$ cat config.mk
export PLATFORM = sky130hd
export DESIGN_NAME = sv39_ptw_flat
export DESIGN_NICKNAME = d
export VERILOG_FILES = /design/src/rtl/sv39_ptw_pkg.sv /design/src/rtl/sv39_ptw_if.sv /design/src/rtl/sv39_ptw_pte_check.sv /design/src/rtl/sv39_ptw.sv /design/src/flat_wrapper.sv
export SDC_FILE = /design/constraint.sdc
export NUM_CORES = 1
export LEC_CHECK = 0
export ABC_CLOCK_PERIOD_IN_PS = 2600
export BUFFER_PORTS_ARGS = -buffer_cell sky130_fd_sc_hd__buf_2
export CAP_MARGIN = 15
export CORE_MARGIN = 5
export CORE_UTILIZATION = 45
export DETAILED_ROUTE_END_ITERATION = 12
export PLACE_DENSITY_LB_ADDON = 0.25
export SYNTH_ARGS = -nofsm -noshare
export SYNTH_HDL_FRONTEND = slang
export SYNTH_SLANG_ARGS = --single-unit
$ cat constraint.sdc
create_clock -name clk -period 2.6 [get_ports clk]
set_input_delay 0.26 -clock clk [delete_from_list [all_inputs] [get_ports clk]]
set_output_delay 0.26 -clock clk [all_outputs]
set_load 0.01 [all_outputs]
$ cat src/rtl/sv39_ptw_pkg.sv
// Shared Sv39 walker types: FSM states, SATP mode, PTE bit positions, VA/PTE layouts.
// Pure declarations; no logic, no latency, no flow control.
package sv39_ptw_pkg;

  typedef enum logic [3:0] {
    IDLE,
    READ_L1,
    WAIT_L1,
    READ_L2,
    WAIT_L2,
    READ_L3,
    WAIT_L3,
    READ_DATA,
    WAIT_DATA,
    OUTPUT
  } mmu_state_t;

  localparam logic [3:0] SATP_MODE_SV39 = 4'h8;

  localparam int PTE_V       = 0;
  localparam int PTE_R       = 1;
  localparam int PTE_W       = 2;
  localparam int PTE_X       = 3;
  localparam int PTE_PPN_LSB = 10;
  localparam int PTE_PPN_MSB = 53;

  typedef struct packed {
    logic [8:0]  vpn2;
    logic [8:0]  vpn1;
    logic [8:0]  vpn0;
    logic [11:0] offset;
  } sv39_va_t;

  typedef struct packed {
    logic [9:0]  reserved;
    logic [43:0] ppn;
    logic [1:0]  rsw;
    logic        d;
    logic        a;
    logic        g;
    logic        u;
    logic        x;
    logic        w;
    logic        r;
    logic        v;
  } pte_t;

  function automatic logic [63:0] pa_mask(input int width);
    logic [63:0] m;
    for (int i = 0; i < 64; i++) m[i] = (i < width);
    return m;
  endfunction

endpackage

$ cat src/rtl/sv39_ptw_if.sv
// Request/response and PTE-memory handshake bundle for the walker.
// slave = walker side, master = requester plus memory side.
interface sv39_ptw_if;
  logic        req_valid;
  logic [63:0] req_vaddr;
  logic        req_ready;
  logic        resp_valid;
  logic [63:0] resp_paddr;
  logic        resp_fault;
  logic        mem_valid;
  logic [63:0] mem_addr;
  logic        mem_addr_ok;
  logic        mem_data_ok;
  logic [63:0] mem_rdata;

  modport slave (
    input  req_valid, req_vaddr, mem_addr_ok, mem_data_ok, mem_rdata,
    output req_ready, resp_valid, resp_paddr, resp_fault, mem_valid, mem_addr
  );

  modport master (
    output req_valid, req_vaddr, mem_addr_ok, mem_data_ok, mem_rdata,
    input  req_ready, resp_valid, resp_paddr, resp_fault, mem_valid, mem_addr
  );
endinterface

$ cat src/rtl/sv39_ptw_pte_check.sv
// Combinational PTE decode for one walk level: leaf/fault, next-level PTE address, leaf paddr.
// Zero latency, no flow control; level 0/1/2 = L1 (1 GiB) / L2 (2 MiB) / L3 (4 KiB).
module sv39_ptw_pte_check
  import sv39_ptw_pkg::*;
#(
  parameter int PA_WIDTH = 56
) (
  input  pte_t        pte,
  input  logic [1:0]  level,
  input  sv39_va_t    va,
  output logic        leaf,
  output logic        fault,
  output logic [63:0] next_addr,
  output logic [63:0] paddr
);

  localparam logic [63:0] PA_MASK = pa_mask(PA_WIDTH);

  logic        misaligned;
  logic [55:0] leaf_pa;
  logic        unused_bits;

  // A/D/U/G are the requester's business; only V/R/W/X and the PPN matter here.
  assign unused_bits = ^{pte.reserved, pte.rsw, pte.d, pte.a, pte.g, pte.u, va.vpn2};
  assign leaf        = pte.r | pte.x;

  // Superpages take their low PPN fields from the virtual address.
  always_comb begin
    misaligned = 1'b0;
    leaf_pa    = {pte.ppn, va.offset};
    case (level)
      2'd0: begin
        misaligned = |pte.ppn[17:0];
        leaf_pa    = {pte.ppn[43:18], va.vpn1, va.vpn0, va.offset};
      end
      2'd1: begin
        misaligned = |pte.ppn[8:0];
        leaf_pa    = {pte.ppn[43:9], va.vpn0, va.offset};
      end
      default: ;
    endcase
  end

  always_comb begin
    if (!pte.v || (!pte.r && pte.w)) fault = 1'b1;
    else if (leaf)                   fault = misaligned;
    else                             fault = (level >= 2'd2);
  end

  assign paddr     = (fault || !leaf) ? 64'h0 : ({8'h00, leaf_pa} & PA_MASK);
  assign next_addr = {8'h00, pte.ppn, (level == 2'd0) ? va.vpn1 : va.vpn0, 3'b000};

endmodule

$ cat src/rtl/sv39_ptw.sv
// Sv39 page-table walker: up to three PTE reads, one-cycle resp_valid pulse one cycle after the last data.
// Accepts only in IDLE; memory reads wait on mem_addr_ok/mem_data_ok; flush aborts, draining any issued read.
module sv39_ptw
  import sv39_ptw_pkg::*;
#(
  parameter int PA_WIDTH = 56
) (
  input  logic        clk,
  input  logic        reset,
  input  logic [63:0] satp,
  input  logic [1:0]  priv,
  input  logic        flush,
  sv39_ptw_if.slave   bus
);

  localparam logic [63:0] PA_MASK = pa_mask(PA_WIDTH);

  mmu_state_t  state, state_nxt;
  logic        abort, abort_nxt;
  logic [63:0] va_q;
  logic [43:0] root_q;
  logic [3:0]  mode_q;
  logic [1:0]  priv_q;
  logic [63:0] paddr_q, next_q;
  logic        fault_q;

  logic        accept, bypass_in, bypass_q, is_read, is_wait, walk_eval;
  logic [1:0]  level;
  logic        chk_leaf, chk_fault;
  logic [63:0] chk_next, chk_paddr;

  assign bypass_in = (priv == 2'd3) || (satp[63:60] != SATP_MODE_SV39);
  assign bypass_q  = (priv_q == 2'd3) || (mode_q != SATP_MODE_SV39);
  assign accept    = (state == IDLE) && bus.req_valid && !flush;
  assign is_read   = state inside {READ_L1, READ_L2, READ_L3};
  assign is_wait   = state inside {WAIT_L1, WAIT_L2, WAIT_L3};
  assign level     = (state == WAIT_L1) ? 2'd0 : (state == WAIT_L2) ? 2'd1 : 2'd2;
  assign walk_eval = is_wait && bus.mem_data_ok && !abort && !flush;

  sv39_ptw_pte_check #(.PA_WIDTH(PA_WIDTH)) u_pte_check (
    .pte       (pte_t'(bus.mem_rdata)),
    .level     (level),
    .va        (sv39_va_t'(va_q[38:0])),
    .leaf      (chk_leaf),
    .fault     (chk_fault),
    .next_addr (chk_next),
    .paddr     (chk_paddr)
  );

  always_ff @(posedge clk or negedge reset) begin
    if (!reset) state <= IDLE;
    else        state <= state_nxt;
  end

  // An issued read must still be drained after flush, so abort is held until its data returns.
  always_comb begin
    state_nxt = state;
    abort_nxt = abort;
    case (state)
      IDLE: if (accept) state_nxt = bypass_in ? OUTPUT : READ_L1;
      READ_L1, READ_L2, READ_L3: begin
        if (bus.mem_addr_ok) begin
          state_nxt = (state == READ_L1) ? WAIT_L1 : (state == READ_L2) ? WAIT_L2 : WAIT_L3;
          abort_nxt = flush;
        end else if (flush) begin
          state_nxt = IDLE;
        end
      end
      WAIT_L1, WAIT_L2, WAIT_L3: begin
        if (bus.mem_data_ok) begin
          abort_nxt = 1'b0;
          if (abort || flush)           state_nxt = IDLE;
          else if (chk_fault || chk_leaf) state_nxt = OUTPUT;
          else                          state_nxt = (state == WAIT_L1) ? READ_L2 : READ_L3;
        end else if (flush) begin
          abort_nxt = 1'b1;
        end
      end
      OUTPUT:  state_nxt = IDLE;
      default: state_nxt = IDLE;
    endcase
  end

  always_ff @(posedge clk or negedge reset) begin
    if (!reset) begin
      abort   <= 1'b0;
      va_q    <= '0;
      root_q  <= '0;
      mode_q  <= '0;
      priv_q  <= '0;
      paddr_q <= '0;
      next_q  <= '0;
      fault_q <= 1'b0;
    end else begin
      abort <= abort_nxt;
      if (accept) begin
        va_q   <= bus.req_vaddr;
        root_q <= satp[43:0];
        mode_q <= satp[63:60];
        priv_q <= priv;
      end
      if (walk_eval) begin
        paddr_q <= chk_paddr;
        fault_q <= chk_fault;
        next_q  <= chk_next;
      end
    end
  end

  always_comb begin
    bus.req_ready  = (state == IDLE);
    bus.mem_valid  = is_read;
    bus.resp_valid = (state == OUTPUT) && !flush;
    bus.resp_paddr = bypass_q ? (va_q & PA_MASK) : paddr_q;
    bus.resp_fault = !bypass_q && fault_q;
    case (state)
      READ_L1:          bus.mem_addr = {8'h00, root_q, va_q[38:30], 3'b000};
      READ_L2, READ_L3: bus.mem_addr = next_q;
      default:          bus.mem_addr = '0;
    endcase
  end

endmodule

$ cat src/flat_wrapper.sv
// flat-port wrapper written by rule: the top's interface ports become plain ports
module sv39_ptw_flat import sv39_ptw_pkg::*;
#(
  parameter int PA_WIDTH = 56
)
  (clk, reset, satp, priv, flush, bus_req_valid, bus_req_vaddr, bus_mem_addr_ok, bus_mem_data_ok, bus_mem_rdata, bus_req_ready, bus_resp_valid, bus_resp_paddr, bus_resp_fault, bus_mem_valid, bus_mem_addr);
  sv39_ptw_if bus_i ();
  input  logic clk;
  input  logic reset;
  input  logic [63:0] satp;
  input  logic [1:0] priv;
  input  logic flush;
  input wire logic [$bits(bus_i.req_valid)-1:0] bus_req_valid;
  input wire logic [$bits(bus_i.req_vaddr)-1:0] bus_req_vaddr;
  input wire logic [$bits(bus_i.mem_addr_ok)-1:0] bus_mem_addr_ok;
  input wire logic [$bits(bus_i.mem_data_ok)-1:0] bus_mem_data_ok;
  input wire logic [$bits(bus_i.mem_rdata)-1:0] bus_mem_rdata;
  output wire logic [$bits(bus_i.req_ready)-1:0] bus_req_ready;
  output wire logic [$bits(bus_i.resp_valid)-1:0] bus_resp_valid;
  output wire logic [$bits(bus_i.resp_paddr)-1:0] bus_resp_paddr;
  output wire logic [$bits(bus_i.resp_fault)-1:0] bus_resp_fault;
  output wire logic [$bits(bus_i.mem_valid)-1:0] bus_mem_valid;
  output wire logic [$bits(bus_i.mem_addr)-1:0] bus_mem_addr;
  assign bus_i.req_valid = bus_req_valid;
  assign bus_i.req_vaddr = bus_req_vaddr;
  assign bus_i.mem_addr_ok = bus_mem_addr_ok;
  assign bus_i.mem_data_ok = bus_mem_data_ok;
  assign bus_i.mem_rdata = bus_mem_rdata;
  assign bus_req_ready = bus_i.req_ready;
  assign bus_resp_valid = bus_i.resp_valid;
  assign bus_resp_paddr = bus_i.resp_paddr;
  assign bus_resp_fault = bus_i.resp_fault;
  assign bus_mem_valid = bus_i.mem_valid;
  assign bus_mem_addr = bus_i.mem_addr;
  sv39_ptw #(.PA_WIDTH(PA_WIDTH)) u_core (.clk(clk), .reset(reset), .satp(satp), .priv(priv), .flush(flush), .bus(bus_i));
endmodule
# Word level (Yosys, flattened, before mapping)
# Cells that the tools add are included.
# W data, S select, Z words.
op_classes:
  multipliers: 0
  n_shift: 0
  n_lt_le_gt_ge: 1
  muxes: 25
  add_sub_neg: 0
  n_eq_ne: 17
  n_div: 0
  reduce_logical: 32
  n_bitwise: 1
ops:
  columns: ["cell", "n"]
  rows:
  - ["$pmux W56 S2", 1]
  - ["$mux W64", 1]
  - ["$pmux W30 S2", 1]
  - ["$mux W56", 1]
  - ["$mux W4", 8]
  - ["$reduce_or A18 Y1", 1]
  - ["$eq A4 B3 Y1 const B", 3]
  - ["$pmux W4 S3", 1]
  - ["$mux W9", 1]
  - ["$reduce_or A9 Y1", 1]
  - ["$eq A4 B2 Y1 const B", 2]
  - ["$logic_and A1 B1 Y1", 8]
  - ["$ne A4 B4 Y1 const B", 2]
  - ["$logic_not A1 Y1", 6]
  - ["$logic_or A1 B1 Y1", 6]
  - ["$mux W2", 3]
  - ["$ne A3 B3 Y1 const B", 2]
  - ["$reduce_and A3 Y1", 2]
  - ["$reduce_bool A3 Y1", 2]
  - ["$reduce_or A3 Y1", 2]
  - ["$mux W1", 5]
  - ["$eq A2 B2 Y1 const B", 2]
  - ["$eq A4 B1 Y1 const B", 1]
  - ["$eq A4 B4 Y1 const B", 1]
  - ["11 further kinds", 13]
word_totals:
  mem_bits_ro: 0
  memories: 0
  register_bits: 229
  word_cells: 85
  input_bits: 200
  mem_bits_rw: 0
  output_inout_bits: 132
  latchBits: 0

# Depth between registers and ports, before layout
logic_depth:
  word_depth: 12
  depth_mapped: 8
  mapped_depth_nobuf: 5

# Modules after synthesis
# From an unflattened synthesis, not the netlist that was laid out.
hier_totals:
  cells_unflattened: 891
  area_unflattened_um2: 12383.1
by_module_without_submodules:
  columns: ["module", "area_per_inst_um2", "seq_area_each_um2", "cells_each", "n_inst"]
  rows:
  - ["sv39_ptw", 10651.5, 6005.8, 696, 1]
  - ["sv39_ptw_pte_check", 1731.7, 0.0, 195, 1]

# Worst setup path after synthesis
# No wires, ideal clock.
synth_timing:
  path_kind: "register -> register"
  from: "register u_core.state[1]"
  to: "register u_core.mode_q[0]"
  arrival_time_ns: 1.980
  n_path_buf: 3
  path_stages_with_launch: 7
  synth_period_minus_slack_ns: 2.104
  required_time_ns: 2.475
  setup_slack_ns: 0.496
  setup_ns: 0.125
  path_cell_list: "dfrtp_1 -> buf_4 -> nor4_2 -> nand3_1 -> clkbuf_1 -> buf_2 -> mux2_2"
synth_via:
  elab_chain_cells: 3
synth_lines:
  columns: ["item", "line", "text"]
  rows:
  - ["start: declaration", "sv39_ptw.sv:18", "mmu_state_t state, state_nxt;"]
  - ["start signal: assignment", "sv39_ptw.sv:52", "else state <= state_nxt;"]
  - ["$logic_not A4 Y1", null, null]
  - ["named net bus_req_ready", "flat_wrapper.sv:18", "output wire logic [$bits(bus_i.req_ready)-1:0] bus_req_ready;"]
  - ["$logic_and A1 B1 Y1 (2 in a row)", "sv39_ptw.sv:34", "assign accept = (state == IDLE) && bus.req_valid && !flush;"]
  - ["end signal: assignment", "sv39_ptw.sv:99", "mode_q <= satp[63:60];"]
  - ["end: declaration", "sv39_ptw.sv:22", "logic [3:0] mode_q;"]
# The timed path passes the listed nets, and every way through them passes these cells.
# A chain may end at the register's enable or synchronous reset.

# Final worst setup path
layout_timing:
  from: "register u_core.state[1]"
  to: "output bus_mem_addr[31]"
layout_via:
  elab_chain_cells: 3
  word_cells_on_any_way: 5
  cone_classes: "3 x eq/ne; 1 x mux; 1 x reduce/logical"
layout_lines:
  columns: ["item", "line", "text"]
  rows:
  - ["$eq A4 B3 Y1 / $eq A4 B2 Y1 (equally long branches)", "sv39_ptw.sv:116", "case (state)"]
  - ["$reduce_or A2 Y1", "sv39_ptw.sv:116", null]
  - ["$pmux W56 S2 (*)", "sv39_ptw.sv:116", null]
  - ["end: declaration", "flat_wrapper.sv:23", "output wire logic [$bits(bus_i.mem_addr)-1:0] bus_mem_addr;"]
# Every way passes the cells marked *; elsewhere a longest branch is shown, timed or not.

==> flow_summary.ini <==
[grt]
antenna_violations_before_repair = 2
grt_overflow_total = 0
grt_first_pass_wirelength_um = 44100
maximum_number_of_pins_on_one_net_before_global_route_repair = 72
vias_in_the_first_global_route = 8013
grt_util_all_layers_pct = 22.2

[final_layout]
fin_util_pct = 63.0
sequential_cell_area_um2 = 5530
layoutNonFillerInstCount = 1435
layout_common_cells = sky130_fd_sc_hd__buf_2 (271), sky130_fd_sc_hd__dfrtp_1 (220), sky130_fd_sc_hd__mux2_2 (208), sky130_fd_sc_hd__dlygate4sd3_1 (123), sky130_fd_sc_hd__a22o_1 (92)
mostFrequentLayoutCell = sky130_fd_sc_hd__buf_2
insertedDiodeCount = 0
filler_cell_count = 1694
share_of_layout_cells_above_drive_strength_1_pct = 47.9
area.growth.synth_to_final_pct = 38.2
finish.net_count = 1339
multi_input_comb_area_um2 = 4140

[sta]
timing_worst_slew_pin_value_ns = 0.768
hold_violations = 0
final_critical_path_setup_slack_ns = 0.175
finalClockSkew_ns = 0.0130
relSlewSlack_pct = 48.8
fin_crit_share_pct = 93.3
finalSetupViolations = 0
final-max-slew-violation-count = 0
unrepaired_setup_endpoints_after_global_routing = false
post_route_setup_tns_ns = 0
fmax_mhz = 412
fin_crit_ns = 2.42

[die]
die_w_um = 159
initial_core_util_pct = 45.6
placement_rows = 54
io-pin-count = 332
design.core.area_um2 = 21800
die_height_um = 159
dieArea_um2 = 25200

[clock_network]
cts_tree = built
cts-root-to-sink-buffers = 3
tritoncts.num_buffers = 24
post_cts_setup_bufs = 0
path_clk_slew_ns = 0.06
number_of_sinks_driven_by_the_clock_tree = 221
insertion_delay_ns = 0.51
h_tree_level_count = 1
cts_root_buffer = sky130_fd_sc_hd__clkbuf_16

[synthesis]
mappedNetlistArea_um2 = 9940
netlist_instances = 749
synth_top_cells_by_area = sky130_fd_sc_hd__dfrtp_1 (56%), sky130_fd_sc_hd__mux2_2 (24%), sky130_fd_sc_hd__a22o_1 (8.1%)
yosys_warnings = 0
yosysSeqAreaShare_pct = 55.6
synthDominantAreaCellType = sky130_fd_sc_hd__dfrtp_1
synth_largest_type_area_fraction_pct = 55.6
netlist-cell-type-count = 37
ys_seq_elements = 221
avgSynthCellArea_um2 = 13.3

[critical_path]
reg2reg_from = u_core.state[0]
critical_path_required_ns = 2.34
r2r_setup_slk_ns = 0.30
critPathMaxStageDelay_ns = 0.50
cpMaxStageDelayCell = sky130_fd_sc_hd__dfrtp_1
cp_max_fo = 24
cp_cell_sequence = nand2b_1 > nor3_2 > buf_12 > a22o_1 > buf_2
end_kind = output pin
timing_worst_setup_path_type = reg2out
worst_setup_path_startpoint = u_core.state[1]
start_kind = flop
worst_ep_arrival_ns = 2.16

[routing]
drc = 0
wl_um = 28800
drt.antenna.violating_nets = 0
wire_per_inst_um = 20.1
detailroute.via_count = 7634
route.detailed.vias_per_inst = 5.32
drt_pre_antenna_iters = 5
drt-initial-drc-count = 387

[place]
detailed_place_hpwl_um = 19000
io_buffers = 272
preCtsSetupSlack_ns = 0.290
numPlacedInstances = 1270
gp_congestion = 0.820

[flow_run]
cap_violations = 0

[outcome]
outcome = completed

[pwr]
vdd_drop_max_mv = 0.683
leakage_nw = 6.74
power-per-cell-area_nw_per_um2 = 1030

[hold_path]
hold_path_class = in2reg
timing.hold.worst.start = satp[62]
cells in the mapped netlist:
cell type,instances
sky130_fd_sc_hd__or4b_2,1
sky130_fd_sc_hd__nand2_1,36
sky130_fd_sc_hd__or4b_1,1
sky130_fd_sc_hd__nand2b_1,3
sky130_fd_sc_hd__xor2_2,1
sky130_fd_sc_hd__nor3_1,5
sky130_fd_sc_hd__nor2b_1,2
sky130_fd_sc_hd__inv_1,4
sky130_fd_sc_hd__nor4b_1,6
sky130_fd_sc_hd__a22o_1,92
sky130_fd_sc_hd__o21ai_0,20
sky130_fd_sc_hd__nor4_1,2
sky130_fd_sc_hd__buf_6,1
sky130_fd_sc_hd__o32ai_1,1
sky130_fd_sc_hd__nor4_2,1
sky130_fd_sc_hd__mux2_2,208
sky130_fd_sc_hd__and2_1,9
sky130_fd_sc_hd__buf_4,21
sky130_fd_sc_hd__nor4b_2,2
sky130_fd_sc_hd__clkbuf_1,37
sky130_fd_sc_hd__and3_1,1
sky130_fd_sc_hd__buf_1,2
sky130_fd_sc_hd__conb_1,1
sky130_fd_sc_hd__or3_1,1
sky130_fd_sc_hd__o21ai_1,10
sky130_fd_sc_hd__nand3_1,4
sky130_fd_sc_hd__nor2_1,7
sky130_fd_sc_hd__dfrtp_1,221
sky130_fd_sc_hd__a221o_1,1
sky130_fd_sc_hd__a32o_1,1
sky130_fd_sc_hd__buf_2,11
sky130_fd_sc_hd__mux2i_1,10
sky130_fd_sc_hd__a21oi_1,21
sky130_fd_sc_hd__nand4b_1,1
sky130_fd_sc_hd__a311oi_1,1
sky130_fd_sc_hd__a21boi_0,1
sky130_fd_sc_hd__a22oi_1,2
power breakdown:
part | leakage (nW) | switching [W] | internal (W)
Clock | 0.415 | 0.00135 | 0.00226
Sequential | 2.82 | 0.000892 | 0.00490
Combinational | 3.51 | 0.00213 | 0.00268
layout make-up:
| cell class | instances | share of cell area (%) |
|---|---|---|
| timing repair buffer | 418 | 20.9 |
| tap | 280 | 2.55 |
| clock buffer | 34 | 5.09 |
| clock inverter | 8 | 1.02 |
| inverter | 4 | 0.109 |
| multi-input combinational | 470 | 30.1 |
| sequential | 221 | 40.2 |
final timing paths:
| path | to | depth (start not counted) |
|---|---|---|
| setup reg to reg | u_core.paddr_q[26] | 6 |
| max in group asynchronous | u_core.va_q[36] | 3 |
| setup / recovery | bus_mem_addr[31] | 5 |
| hold reg to reg | u_core.paddr_q[17] | 2 |
| min in group asynchronous | u_core.next_q[51] | 2 |
| hold / removal | u_core.mode_q[2] | 2 |
routing by layer:
| layer | global-route usage (%) | vias up | share of wire, % |
|---|---|---|---|
| met4 | 5.28 | 4 | 2.1 |
| met1 | 29.6 | 3821 | 42 |
| met5 | 0 | - | 0.073 |
| met2 | 37.6 | 271 | 49 |
| li1 | - | 3490 | - |
| met3 | 4.38 | 48 | 7.2 |
worst max-delay path: cells and delay by family, from the launching register on:
kind	cells	cell delay, ns
and+or+nand+nor	2	0.56
AOI/OAI and AO/OA	1	0.18
buffers and inverters	2	0.39
DFF	1	0.50
flip-flops by register name, summed over array words and instances, names as in the netlist:
name,cells
u_core.root_q,44
u_core.va_q,56
u_core.priv_q,2
u_core.paddr_q,56
u_core.fault_q,1
u_core.mode_q,4
u_core.abort,1
u_core.state,4
u_core.next_q,53
cell families after synthesis:
| logic type | count (synthesis) | share of synthesized area [%] |
|---|---|---|
| DFF | 221 | 55.6 |
| muxes | 218 | 24.6 |
| AOI/OAI and AO/OA | 150 | 11.3 |
| and+or+nand+nor | 82 | 4.46 |
| buffers and inverters | 76 | 3.88 |
| xor gates and xnor gates | 1 | 0.164 |
| other | 1 | 0.0377 |
stage by stage:
step	power (W)	cell area, µm²	hold slack (ns)
2_1_floorplan	0.00867	10000	-0.0356
3_3_place_gp	0.0103	11700	0.268
3_5_place_dp	0.0105	11700	0.273
4_1_cts	0.0143	13700	0.000656
5_1_grt	0.0150	13700	0.00126
6_report	0.0142	13700	0.00774
timing repair:
action                                 CTS  global route
hold buffers                           123             0
endpoints found under the hold margin  205             0
setup endpoints to repair               14            10
gates resized for setup                  1             2
No activity file was read; power rests on OpenSTA's default activity.
